## config.mk

```make
export PLATFORM = sky130hd
export DESIGN_NAME = instr_encoder
export DESIGN_NICKNAME = d
export VERILOG_FILES = /design/src/rtl/instr_encoder.sv
export SDC_FILE = /design/constraint.sdc
export NUM_CORES = 1
export LEC_CHECK = 0
export CAP_MARGIN = 20
export CELL_PAD_IN_SITES_DETAIL_PLACEMENT = 1
export CELL_PAD_IN_SITES_GLOBAL_PLACEMENT = 1
export CORE_MARGIN = 2
export CORE_UTILIZATION = 38
export CTS_CLUSTER_DIAMETER = 30
export DETAILED_ROUTE_END_ITERATION = 8
export GPL_ROUTABILITY_DRIVEN = 1
export PLACE_DENSITY_LB_ADDON = 0.08
export SETUP_SLACK_MARGIN = 0.1
export SYNTH_ARGS = -nofsm -noshare
export SYNTH_HDL_FRONTEND = slang
export SYNTH_SLANG_ARGS = --single-unit
```

## constraint.sdc

```tcl
create_clock -name clk -period 4.3 [get_ports clk]
set_input_delay 0.43 -clock clk [delete_from_list [all_inputs] [get_ports clk]]
set_output_delay 0.43 -clock clk [all_outputs]
set_load 0.02 [all_outputs]
```

## src/rtl/instr_encoder.sv

```systemverilog
`default_nettype none
// ============================================================================
// Module   : instr_encoder
// Purpose  : Packs decoded RV32I fields into instruction words and writes them
//            to consecutive instruction-memory addresses via a one-deep register.
// Revision : 1.0
// ============================================================================
module instr_encoder #(
    parameter int                ADDR_W    = 16,
    parameter logic [ADDR_W-1:0] BASE_ADDR = '0
) (
    input  logic              clk,
    input  logic              rst_n,
    input  logic              start,
    input  logic              in_valid,
    output logic              in_ready,
    input  logic              in_last,
    input  logic [2:0]        in_fmt,
    input  logic [6:0]        in_opcode,
    input  logic [4:0]        in_rd,
    input  logic [4:0]        in_rs1,
    input  logic [4:0]        in_rs2,
    input  logic [2:0]        in_funct3,
    input  logic [6:0]        in_funct7,
    input  logic [31:0]       in_imm,
    output logic              mem_we,
    input  logic              mem_ready,
    output logic [ADDR_W-1:0] mem_addr,
    output logic [31:0]       mem_wdata,
    output logic              done,
    output logic [15:0]       wr_count,
    output logic [15:0]       err_count,
    output logic              err
);

    localparam logic [2:0] c_FMT_R  = 3'd0;
    localparam logic [2:0] c_FMT_I  = 3'd1;
    localparam logic [2:0] c_FMT_SH = 3'd2;
    localparam logic [2:0] c_FMT_S  = 3'd3;
    localparam logic [2:0] c_FMT_B  = 3'd4;
    localparam logic [2:0] c_FMT_U  = 3'd5;
    localparam logic [2:0] c_FMT_J  = 3'd6;

    typedef enum logic [1:0] {
        S_IDLE      = 2'd0,
        S_RUN       = 2'd1,
        S_LAST_PEND = 2'd2,
        S_DONE      = 2'd3
    } state_t;

    state_t             r_state;
    state_t             w_state_nxt;
    logic               r_we;
    logic [ADDR_W-1:0]  r_addr;
    logic [31:0]        r_wdata;
    logic [15:0]        r_wr_count;
    logic [15:0]        r_err_count;
    logic               r_err;

    logic               w_start;
    logic               w_accept;
    logic               w_complete;
    logic               w_legal;
    logic [31:0]        w_word;
    logic               w_fits12;
    logic               w_fits13;
    logic               w_fits21;

    // Sign-extension checks: all bits above the field's sign bit must match it.
    assign w_fits12   = (in_imm[31:11] == '0) || (in_imm[31:11] == '1);
    assign w_fits13   = (in_imm[31:12] == '0) || (in_imm[31:12] == '1);
    assign w_fits21   = (in_imm[31:20] == '0) || (in_imm[31:20] == '1);

    assign w_start    = start && ((r_state == S_IDLE) || (r_state == S_DONE));
    assign in_ready   = (r_state == S_RUN) && (!r_we || mem_ready);
    assign w_accept   = in_valid && in_ready;
    assign w_complete = r_we && mem_ready;

    always_comb begin
        w_word  = '0;
        w_legal = 1'b1;
        case (in_fmt)
            c_FMT_R: w_word = {in_funct7, in_rs2, in_rs1, in_funct3, in_rd, in_opcode};
            c_FMT_I: begin
                w_word  = {in_imm[11:0], in_rs1, in_funct3, in_rd, in_opcode};
                w_legal = w_fits12;
            end
            c_FMT_SH: begin
                w_word  = {in_funct7, in_imm[4:0], in_rs1, in_funct3, in_rd, in_opcode};
                w_legal = (in_imm[31:5] == '0);
            end
            c_FMT_S: begin
                w_word  = {in_imm[11:5], in_rs2, in_rs1, in_funct3, in_imm[4:0], in_opcode};
                w_legal = w_fits12;
            end
            c_FMT_B: begin
                w_word  = {in_imm[12], in_imm[10:5], in_rs2, in_rs1, in_funct3,
                           in_imm[4:1], in_imm[11], in_opcode};
                w_legal = w_fits13 && !in_imm[0];
            end
            c_FMT_U: begin
                w_word  = {in_imm[31:12], in_rd, in_opcode};
                w_legal = (in_imm[11:0] == '0);
            end
            c_FMT_J: begin
                w_word  = {in_imm[20], in_imm[10:1], in_imm[11], in_imm[19:12], in_rd, in_opcode};
                w_legal = w_fits21 && !in_imm[0];
            end
            default: w_legal = 1'b0;
        endcase
    end

    always_ff @(posedge clk or negedge rst_n) begin
        if (!rst_n) begin
            r_state <= S_IDLE;
        end else begin
            r_state <= w_state_nxt;
        end
    end

    always_comb begin
        w_state_nxt = r_state;
        case (r_state)
            S_IDLE, S_DONE: if (start) w_state_nxt = S_RUN;
            S_RUN: begin
                // A dropped final bundle with the output register draining goes straight to DONE.
                if (w_accept && in_last) begin
                    w_state_nxt = (!w_legal && (!r_we || w_complete)) ? S_DONE : S_LAST_PEND;
                end
            end
            S_LAST_PEND: if (!r_we || w_complete) w_state_nxt = S_DONE;
            default: w_state_nxt = S_IDLE;
        endcase
    end

    always_ff @(posedge clk or negedge rst_n) begin
        if (!rst_n) begin
            r_we        <= 1'b0;
            r_addr      <= BASE_ADDR;
            r_wdata     <= '0;
            r_wr_count  <= '0;
            r_err_count <= '0;
            r_err       <= 1'b0;
        end else if (w_start) begin
            r_addr      <= BASE_ADDR;
            r_wr_count  <= '0;
            r_err_count <= '0;
            r_err       <= 1'b0;
        end else begin
            // r_addr always names the word held (or next to be held) in the output register.
            if (w_complete) begin
                r_addr <= r_addr + ADDR_W'(4);
                if (r_wr_count != 16'hFFFF) r_wr_count <= r_wr_count + 16'd1;
            end
            if (w_accept && w_legal) begin
                r_we    <= 1'b1;
                r_wdata <= w_word;
            end else if (w_complete) begin
                r_we    <= 1'b0;
            end
            if (w_accept && !w_legal) begin
                r_err <= 1'b1;
                if (r_err_count != 16'hFFFF) r_err_count <= r_err_count + 16'd1;
            end
        end
    end

    assign mem_we    = r_we;
    assign mem_addr  = r_addr;
    assign mem_wdata = r_wdata;
    assign done      = (r_state == S_DONE);
    assign wr_count  = r_wr_count;
    assign err_count = r_err_count;
    assign err       = r_err;

endmodule
`default_nettype wire

```

==> results_dict.tcl <==
set metrics [dict create \
    grt_max_degree 59 \
    cts_num_sinks 82 \
    drive_above_1_share_pct 7.64 \
    yosys.area.top_type "dfrtp_1" \
    route.detailed.drc 0 \
    period_needed_ns 3.05 \
    grt_overflow 0 \
    clk_pin_slew_ns 0.06 \
    nets 755 \
    chipHeight_um 118 \
    hold_viol 0 \
    clock_path_buffers 2 \
    h-tree-depth 3 \
    crit_type "input port to register" \
    hold_buffers 0 \
    synth_edf_count 0 \
    area_growth_pct 39.8 \
    postCtsSetupBuffers 0 \
    clk_latency_ns 0.35 \
    worst_slew_pin_slew_ns 0.829 \
    boundaryPins 157 \
    slew_viol_final 0 \
    wirelength_um 15900 \
    antenna_found_initial 0 \
    ys_ff_latch 82 \
    crit_arrival_ns 3.28 \
    io_buffers 154 \
    status "finished, final reports clean" \
    antenna_cells 0 \
    syn_area_sq_um 4960 \
    cpPeakStageDelay_ns 0.64 \
    yosysTopAreaCellShare_pct 41.3 \
    first_pass_iters 4 \
    cts_root_buf "clkbuf_16" \
    clock_skew_ns 0.00665 \
    synth_ff_type "dfrtp_1" \
    fmax_ghz 0.327 \
    synth-async-reset-ratio_pct 100 \
    route.vias.total 4669 \
    fin_crit_sh_pct 71.0 \
    vdd_drop_max_mv 0.209 \
    avgSynthCellArea_sq_um 9.35 \
    synth-xor-area-share_pct 4.41 \
    leakage_uw 0.00292 \
    synthMuxAreaShare_pct 11.6 \
    finalSetupViolCount 0 \
    postRouteAntennaNets 0 \
    worst-r2r-setup-slack_ns 1.84 \
    synth_compound_area_share_pct 13.9 \
    row_count 41 \
    cellPowerDensity_nw_per_um2 425 \
    final_util_pct 54.7 \
    grt_pass1_wl_um 25800 \
    dieArea_sq_um 14000 \
    grt.total_usage_pct 22.7 \
    grt_pass1_vias 5001 \
    drtIter0Drc 303 \
    hp-class "input port to async pin" \
    layout_common_cells "clkdlybuf4s50_1, dfrtp_1, nor2_1, nand2_1, mux2i_1" \
    yosysWarnings 0 \
    ctsResizeCount 0 \
    synthAdderAreaFrac_pct 1.51 \
    max_slew_margin_pct 44.1 \
    end_kind "register" \
    dp_hpwl_um 11900 \
    yosys.cell_types.count 48 \
    cts_made_buffers 9 \
    crit_fanout 19 \
    netlist_instances 531 \
    maxCapViolCount 0 \
    yosysSeqAreaShare_pct 41.3 \
    setup_tns_ns 0 \
    wl_per_cell_um 18.6 \
    yosys.area_share.simple_pct 23.4 \
    synth_top_family_by_area "simple AND/OR/NAND/NOR gates" \
    via_per_inst 5.47 \
    path_cells "clkdlybuf4s50_1, o211ai_1, nand2_2, o21ai_4, buf_4, mux2_2" \
    cts_tree "done" \
    cp_slowest_cell "clkdlybuf4s50_1" \
    finalPower_uw 2950 \
    routabilityCongestion 0.800 \
    rsz0062_at_grt "no" \
    synthTopCellsByArea "dfrtp_1, mux2i_1, mux2_4" \
    critPathLaunchType "input port" \
    die_x_um 118 \
    core_area_sq_um 12700 \
    cp.required_ns 4.53 \
    initial_core_util_pct 39.2 \
    final_common_cell "clkdlybuf4s50_1" \
]
[critical path, delay by kind of cell]
family	cells	cell delay [ns]
AO/OA/AOI/OAI	2	1.09
buffers and inverters	2	1.05
AND/OR/NAND/NOR	1	0.32
multiplexers	1	0.37
[cells in the mapped netlist (all sizes together) (7+ instances only)]
cell     instances
inv             13
a21oi           25
nor2b           10
and3             8
a22o            18
xnor2           13
nand2           40
o31ai            7
nand4           23
nand2b          12
o21ai           23
nand3           26
or4             10
dfrtp           82
or3              7
nor2            51
clkbuf          13
nor4            12
mux2            19
xor2            12
o2bb2ai          7
mux2i           30
and2             7
buf             16
a31oi            7
nor3            13
[routing by layer]
metal,global-route usage (%),wire length (um),part of all wire [%]
met3,3.96,805,5.1
met4,6.85,245,1.5
met5,0,0,0
met1,28.8,6930,44
met2,39.5,7870,50
[path summary, 6_finish.rpt]
check	start	end	cells after the start
min in group clk	mem_wdata[2]	mem_wdata[2]	1
min reg2reg	mem_wdata[2]	mem_wdata[2]	1
max reg2reg	r_state[0]	mem_wdata[22]	7
min	rst_n	mem_addr[13]	1
max	in_fmt[1]	mem_wdata[14]	6
max in group asynchronous	rst_n	err_count[12]	2
[sequential cells by signal, summed over array words and instances, names as in the netlist]
name / count
err_count: 16
err: 1
wr_count: 16
mem_wdata: 32
mem_addr: 14
mem_we: 1
r_state: 2
[power breakdown]
part | internal (uW) | switching (uW)
clock network | 464 | 320
logic | 534 | 590
registers | 917 | 121
total | 1920 | 1030
[area by class of cell]
| type | count | area (sq um) |
|---|---|---|
| flip-flops and latches | 82 | 2050 |
| inverters | 13 | 48.8 |
| repair buffers | 162 | 1600 |
| clock buffers | 11 | 243 |
| well taps | 172 | 215 |
| clock inverters | 5 | 53.8 |
| fillers | 1439 | 5730 |
| multi-input cells | 408 | 2730 |
[metrics by stage]
stage | setup slack [ns] | std cells | cell area, sq um | hold slack [ns]
2_1_floorplan | 2.06 | 532 | 4970 | 0.134
3_3_place_gp | 1.05 | 837 | 6640 | 0.473
3_5_place_dp | 0.918 | 837 | 6640 | 0.476
4_1_cts | 1.24 | 853 | 6940 | 0.189
5_1_grt | 1.03 | 853 | 6940 | 0.221
6_report | 1.25 | 853 | 6940 | 0.154
[kinds of logic after synthesis]
| family | Yosys count |
|---|---|
| AND/OR/NAND/NOR | 224 |
| flip-flops | 82 |
| buffers and inverters | 42 |
| other | 1 |
| adder cells (fa/ha/maj) | 6 |
| XOR/XNOR | 25 |
| multiplexers | 49 |
| AO/OA/AOI/OAI | 102 |
(Power assumes the default switching activity.)
